## src/rtl/regfile_pkg.sv

```systemverilog
// Shared types for the regfile write-back path: default widths, queued entry
// layout and the producer identifiers used by the round-robin arbiter.
package regfile_pkg;

  localparam int RF_DATA_WIDTH    = 16;
  localparam int RF_REGADDR_WIDTH = 3;

  typedef struct packed {
    logic [RF_REGADDR_WIDTH-1:0] rd;
    logic [RF_DATA_WIDTH-1:0]    data;
  } wb_entry_t;

  typedef enum logic {
    SRC_ALU = 1'b0,
    SRC_MEM = 1'b1
  } src_e;

endpackage

```

## src/rtl/wb_fifo.sv

```systemverilog
// In-order write-back queue. Every slot and its valid bit are exposed so the
// owner can build the pending vector and search for forwarding matches.
module wb_fifo import regfile_pkg::*; #(
  parameter int  DEPTH   = 4,
  parameter type entry_t = wb_entry_t,
  localparam int PTR_W   = $clog2(DEPTH)
) (
  input  logic             clk,
  input  logic             reset,
  input  logic             push_i,
  input  entry_t           push_entry_i,
  input  logic             pop_i,
  output entry_t           head_o,
  output entry_t           entries_o [DEPTH],
  output logic [DEPTH-1:0] valid_o,
  output logic [PTR_W-1:0] rd_ptr_o,
  output logic             empty_o,
  output logic             full_o
);

  entry_t             mem_q [DEPTH];
  logic [DEPTH-1:0]   valid_q, valid_d;
  logic [PTR_W-1:0]   wr_ptr_q, rd_ptr_q;
  logic               do_push, do_pop;

  assign empty_o = ~|valid_q;
  assign full_o  = &valid_q;
  assign do_push = push_i & ~full_o;
  assign do_pop  = pop_i & ~empty_o;

  // Valid slots stay contiguous from rd_ptr, so a per-slot bit doubles as the count.
  always_comb begin
    valid_d = valid_q;
    if (do_pop)  valid_d[rd_ptr_q] = 1'b0;
    if (do_push) valid_d[wr_ptr_q] = 1'b1;
  end

  always_ff @(posedge clk or posedge reset) begin
    if (reset) begin
      valid_q  <= '0;
      wr_ptr_q <= '0;
      rd_ptr_q <= '0;
    end else begin
      valid_q <= valid_d;
      if (do_push) wr_ptr_q <= wr_ptr_q + 1'b1;
      if (do_pop)  rd_ptr_q <= rd_ptr_q + 1'b1;
    end
  end

  always_ff @(posedge clk) begin
    if (do_push) mem_q[wr_ptr_q] <= push_entry_i;
  end

  assign head_o    = mem_q[rd_ptr_q];
  assign entries_o = mem_q;
  assign valid_o   = valid_q;
  assign rd_ptr_o  = rd_ptr_q;

endmodule

```

## src/rtl/regfile_wb_ctrl.sv

```systemverilog
// Regfile write-side controller: round-robin ALU/MEM intake, write-back queue,
// debug-priority write port, pending vector. Forwarding under REGFILE_WB_BYPASS_EN.
module regfile_wb_ctrl import regfile_pkg::*; #(
  parameter int DATA_WIDTH    = RF_DATA_WIDTH,
  parameter int REGADDR_WIDTH = RF_REGADDR_WIDTH,
  parameter int NUM_REGS      = 1 << REGADDR_WIDTH,
  parameter int WB_DEPTH      = 4,
  parameter bit ZERO_REG      = 1'b0
) (
  input  logic                     clk,
  input  logic                     reset,
  input  logic                     alu_valid,
  input  logic [REGADDR_WIDTH-1:0] alu_rd,
  input  logic [DATA_WIDTH-1:0]    alu_data,
  output logic                     alu_ready,
  input  logic                     mem_valid,
  input  logic [REGADDR_WIDTH-1:0] mem_rd,
  input  logic [DATA_WIDTH-1:0]    mem_data,
  output logic                     mem_ready,
  input  logic                     dbg_we,
  input  logic [REGADDR_WIDTH-1:0] dbg_reg,
  input  logic [DATA_WIDTH-1:0]    dbg_data,
  output logic                     rf_reg_write,
  output logic [REGADDR_WIDTH-1:0] rf_write_reg,
  output logic [DATA_WIDTH-1:0]    rf_write_data,
  output logic [NUM_REGS-1:0]      pending,
  input  logic [REGADDR_WIDTH-1:0] rs1,
  input  logic [REGADDR_WIDTH-1:0] rs2,
  input  logic [DATA_WIDTH-1:0]    rf_rd1,
  input  logic [DATA_WIDTH-1:0]    rf_rd2,
  output logic [DATA_WIDTH-1:0]    fwd_rd1,
  output logic [DATA_WIDTH-1:0]    fwd_rd2,
  output logic                     empty,
  output logic                     full
);

  typedef struct packed {
    logic [REGADDR_WIDTH-1:0] rd;
    logic [DATA_WIDTH-1:0]    data;
  } entry_t;

  localparam int PTR_W = $clog2(WB_DEPTH);

  src_e                rr_q;
  logic                alu_grant, mem_grant, push, pop;
  entry_t              in_entry, head;
  entry_t              entries [WB_DEPTH];
  logic [WB_DEPTH-1:0] slot_valid;
  logic [PTR_W-1:0]    rd_ptr;

  // Ready depends only on registered state and valids; a same-cycle pop never frees a slot.
  assign alu_grant = alu_valid & (~mem_valid | (rr_q == SRC_ALU));
  assign mem_grant = mem_valid & (~alu_valid | (rr_q == SRC_MEM));
  assign alu_ready = alu_grant & ~full & ~reset;
  assign mem_ready = mem_grant & ~full & ~reset;

  always_comb begin
    in_entry.rd   = alu_ready ? alu_rd   : mem_rd;
    in_entry.data = alu_ready ? alu_data : mem_data;
  end

  assign push = (alu_ready | mem_ready) & ~(ZERO_REG && (in_entry.rd == '0));
  assign pop  = ~dbg_we & ~empty & ~reset;

  always_ff @(posedge clk or posedge reset) begin
    if (reset)          rr_q <= SRC_ALU;
    else if (alu_ready) rr_q <= SRC_MEM;
    else if (mem_ready) rr_q <= SRC_ALU;
  end

  wb_fifo #(
    .DEPTH   (WB_DEPTH),
    .entry_t (entry_t)
  ) u_fifo (
    .clk          (clk),
    .reset        (reset),
    .push_i       (push),
    .push_entry_i (in_entry),
    .pop_i        (pop),
    .head_o       (head),
    .entries_o    (entries),
    .valid_o      (slot_valid),
    .rd_ptr_o     (rd_ptr),
    .empty_o      (empty),
    .full_o       (full)
  );

  always_comb begin
    rf_reg_write  = 1'b0;
    rf_write_reg  = '0;
    rf_write_data = '0;
    if (!reset) begin
      if (dbg_we) begin
        rf_reg_write  = 1'b1;
        rf_write_reg  = dbg_reg;
        rf_write_data = dbg_data;
      end else if (!empty) begin
        rf_reg_write  = 1'b1;
        rf_write_reg  = head.rd;
        rf_write_data = head.data;
      end
    end
  end

  always_comb begin
    pending = '0;
    for (int i = 0; i < WB_DEPTH; i++) begin
      if (slot_valid[i]) pending[entries[i].rd] = 1'b1;
    end
  end

`ifdef REGFILE_WB_BYPASS_EN
  function automatic logic [PTR_W-1:0] age_slot(input logic [PTR_W-1:0] base, input int k);
    return base + PTR_W'(k);
  endfunction

  // Walk oldest to youngest so the youngest match wins; debug data overrides the queue.
  always_comb begin
    fwd_rd1 = rf_rd1;
    fwd_rd2 = rf_rd2;
    for (int k = 0; k < WB_DEPTH; k++) begin
      if (slot_valid[age_slot(rd_ptr, k)]) begin
        if (entries[age_slot(rd_ptr, k)].rd == rs1) fwd_rd1 = entries[age_slot(rd_ptr, k)].data;
        if (entries[age_slot(rd_ptr, k)].rd == rs2) fwd_rd2 = entries[age_slot(rd_ptr, k)].data;
      end
    end
    if (dbg_we && dbg_reg == rs1) fwd_rd1 = dbg_data;
    if (dbg_we && dbg_reg == rs2) fwd_rd2 = dbg_data;
  end
`else
  logic unused_bypass;
  assign unused_bypass = ^{rs1, rs2, rd_ptr};
  assign fwd_rd1 = rf_rd1;
  assign fwd_rd2 = rf_rd2;
`endif

endmodule

```

## config.mk

```make
export PLATFORM = sky130hd
export DESIGN_NAME = regfile_wb_ctrl
export DESIGN_NICKNAME = d
export VERILOG_FILES = /design/src/rtl/regfile_pkg.sv /design/src/rtl/wb_fifo.sv /design/src/rtl/regfile_wb_ctrl.sv
export SDC_FILE = /design/constraint.sdc
export NUM_CORES = 1
export LEC_CHECK = 0
export CAP_MARGIN = 20
export CORE_ASPECT_RATIO = 1.5
export CORE_MARGIN = 2
export CORE_UTILIZATION = 25
export CTS_BUF_LIST = sky130_fd_sc_hd__clkbuf_8
export CTS_CLUSTER_SIZE = 30
export DETAILED_ROUTE_END_ITERATION = 8
export DONT_BUFFER_PORTS = 1
export PLACE_DENSITY = 0.4
export RECOVER_POWER = 50
export SYNTH_ARGS = -nofsm -noshare
export SYNTH_HDL_FRONTEND = slang
export SYNTH_HIERARCHICAL = 1
export SYNTH_SLANG_ARGS = --single-unit
```

## constraint.sdc

```tcl
create_clock -name clk -period 2.74 [get_ports clk]
set_input_delay 0.137 -clock clk [delete_from_list [all_inputs] [get_ports clk]]
set_output_delay 0.137 -clock clk [all_outputs]
set_load 0.05 [all_outputs]
```

==> out/qor.csv <==
stage;metric;value;unit
setup_path;Max stage delay cell, worst path;dfrtp_1;
timing;Clock Skews;10.7;ps
setup_path;Max stage delay on crit path;470;ps
drt;Routed Antenna Nets;0;
final_layout;FILL cells;1731;
final_layout;post-route insts no fill;480;
hold_path;Hold WC Path Type;primary input to flop;
drt;vias post-DR;2303;
final_layout;commonest non-fill, non-tap cell in the layout;edfxtp_1;
final_layout;layout cells sized above 1;0.187;
clocking;post-CTS sizing;0;
grt;initial antenna violation count;1;
setup_path;CP endpoint kind;flop;
setup_path;worst path cell trace;nand4_1 > inv_1 > a2111oi_4 > or2_0 > and3_2 > buf_12;
setup_path;worst setup path class;flop to flop;
floorplanning;Starting Density;0.253;
placement;Port Buf Inserts;0;
grt;largest net degree at the start of global routing;24;
setup_path;Arrival @ worst endpoint;2440;ps
synthesis;synth warn;6;
drt;Remaining DRCs;0;
placement;cell count after placement;461;
drt;DR pass1 iterations;4;
floorplanning;core box area;0.0172;mm^2
clocking;Clock transition at path regs;80;ps
final_layout;commonest cells after routing, fill and taps aside;76 x edfxtp_1, 19 x a22o_1, 15 x mux4_1;
timing;Slew @ Worst Pin;683;ps
clocking;cell chosen for the clock root;clkbuf_8;
timing;post-route clock period utilization;0.868;
synthesis;post-synthesis register bit count;85;
floorplanning;FP Rows;59;
run_status;status;complete, no violations;
floorplanning;Die Height;166;um
timing;Hold Vio Cnt, Final;0;
synthesis;Mapped Cells;271;
drt;Routed WL;9.73;mm
setup_path;Crit Path Max Fanout;14;
floorplanning;die width;112;um
clocking;# Post-CTS Setup Buffers;0;
grt;Overall Global Routing Usage;0.106;
drt;mean number of vias per cell;4.80;
timing;setup TNS;0;ps
clocking;later-pin clock latency in the skew report;360;ps
final_layout;NumNets Final;370;
timing;post-route minimum period;2380;ps
floorplanning;IO Pins;164;
power_and_ir_drop;maximum vdd drop;0.251;mV
synthesis;Top FF cell, synth;edfxtp_1;
placement;gpl congestion;0.760;
run;Max-cap violations;0;
synthesis;post-synthesis async set-or-reset flop share;0.106;
placement;DP Area;0.00454;mm^2
power_and_ir_drop;Cell Pwr Density;929;mW/mm^2
grt;first-pass GRT wire length;14.5;mm
floorplanning;die area;0.0185;mm^2
synthesis;Synthesized Nets;379;
timing;unrepaired setup endpoints after global routing;false;
clocking;# H-tree levels;3;
synthesis;syn avg cell area;16.1;um^2
timing;fmax;421;MHz
timing;Hold WS;31.2;ps
timing;Final Setup Violations;0;
final_layout;design area;0.00467;mm^2
clocking;clk buf depth;2;
grt;vias in the first global route;2431;
synthesis;sequential area share after synthesis;0.576;
drt;DR iter-0 viols;201;
final_layout;share of the core filled with cells;0.272;
synthesis;Post-synth EDFFs;76;
timing;slew margin rel.;0.545;
setup_path;family with the most delay on the worst path;simple AND/OR/NAND/NOR gates;
synthesis;Mapped Area;0.00436;mm^2
clocking;hold_buf cts;1;
placement;hpwl dp;6.64;mm
clocking;TritonCTS clock tree;built;
setup_path;Worst Path Buf+Inv;2;
power_and_ir_drop;LEAKAGE;1.63;nW
setup_path;WP data required;2810;ps
final_layout;ANT cells;0;
clocking;clk sinks;85;
synthesis;Distinct cells, synth;42;
timing;Final Slew Violations;0;
grt;overflow left after global routing;0;
final_layout;Area growth syn-to-layout;7.33;%
clocking;cts bufs inserted;9;
drt;routed len/inst;20.3;um
setup_path;crit start category;flop;
[final cells by class]
class | instances | area (um^2) | share of cell area
timing repair buffer | 21 | 195 | 0.0418
tap | 213 | 267 | 0.0570
clock inverter | 7 | 50.0 | 0.0107
clock buffer | 9 | 124 | 0.0265
multi-input combinational | 134 | 1490 | 0.319
inverter | 11 | 41.3 | 0.00883
sequential | 85 | 2510 | 0.536
[metal layers]
| layer | part of all wire | global-route usage | wire length [um] | vias to the layer above |
|---|---|---|---|---|
| met1 | 0.38 | 0.114 | 3720 | 1173 |
| li1 | - | - | - | 1026 |
| met2 | 0.55 | 0.194 | 5320 | 75 |
| met4 | 0.022 | 0.0456 | 211 | 2 |
| met3 | 0.047 | 0.0263 | 460 | 27 |
| met5 | 0.0013 | 0 | 13 | - |
[sequential cells by signal, summed over array words and instances, names as in the netlist]
register and flops:
u_fifo/valid_o 4, rr_q 1, u_fifo/rd_ptr_o 2, u_fifo/wr_ptr_q 2
u_fifo/entries_o 76
[through the flow]
| step | power [W] | setup WS (ps) |
|---|---|---|
| 2_1_floorplan | 0.00333 | 102 |
| 5_1_grt | 0.00461 | 174 |
| 6_report | 0.00434 | 363 |
| 4_1_cts | 0.00449 | 396 |
| 3_5_place_dp | 0.00370 | 429 |
| 3_3_place_gp | 0.00367 | 450 |
[logic make-up after synthesis]
family,share of synthesized area
fa+ha+maj,0.0230
simple gates,0.0563
xor+xnor,0.00402
compound gates,0.0819
flops,0.576
mux,0.178
buf+inv,0.0807
[worst reg2reg max path: stages, from the launching register on]
cell	delay [ps]
dfrtp_1	470
nand4_1	260
inv_1	150
a2111oi_4	290
or2_0	310
and3_2	410
buf_12	200
[cell usage after synthesis (4+ instances only)]
cell      instances  area, um^2
a22o_1           19         166
nand3_1           4        20.0
buf_6             4        45.0
nand2b_1          6        37.5
inv_1            10        37.5
a21o_1            4        30.0
mux2_4           18         270
dfrtp_1           9         225
mux4_2            4        90.1
o221ai_1          4        35.0
mux4_1           15         394
buf_4            33         248
ha_1              8         100
edfxtp_1         76        2280
nand2_1           9        33.8
and3_1            4        25.0
nor2b_1           6        37.5
[worst paths after layout]
check                                        from                    to  slack (ps)  cells past startpoint
max in group asynchronous                   reset    u_fifo/wr_ptr_q[1]        2260                      2
worst min-delay path                  mem_data[4]  u_fifo/entries_o[42]          30                      1
worst min register to register  u_fifo/valid_o[2]     u_fifo/valid_o[2]         620                      1
worst max register to register  u_fifo/valid_o[3]  u_fifo/entries_o[42]         360                      6
worst max-delay path            u_fifo/valid_o[3]  u_fifo/entries_o[42]         360                      6
min in group asynchronous                   reset                  rr_q          90                      2
[report_power, final]
| part | total (W) | internal, W | switching (W) | leakage [nW] |
|---|---|---|---|---|
| clock | 0.000776 | 0.000330 | 0.000446 | 0.0816 |
| sequential | 0.00184 | 0.00171 | 0.000129 | 0.796 |
| combinational | 0.00173 | 0.000609 | 0.00112 | 0.756 |
(Power assumes the default switching activity.)
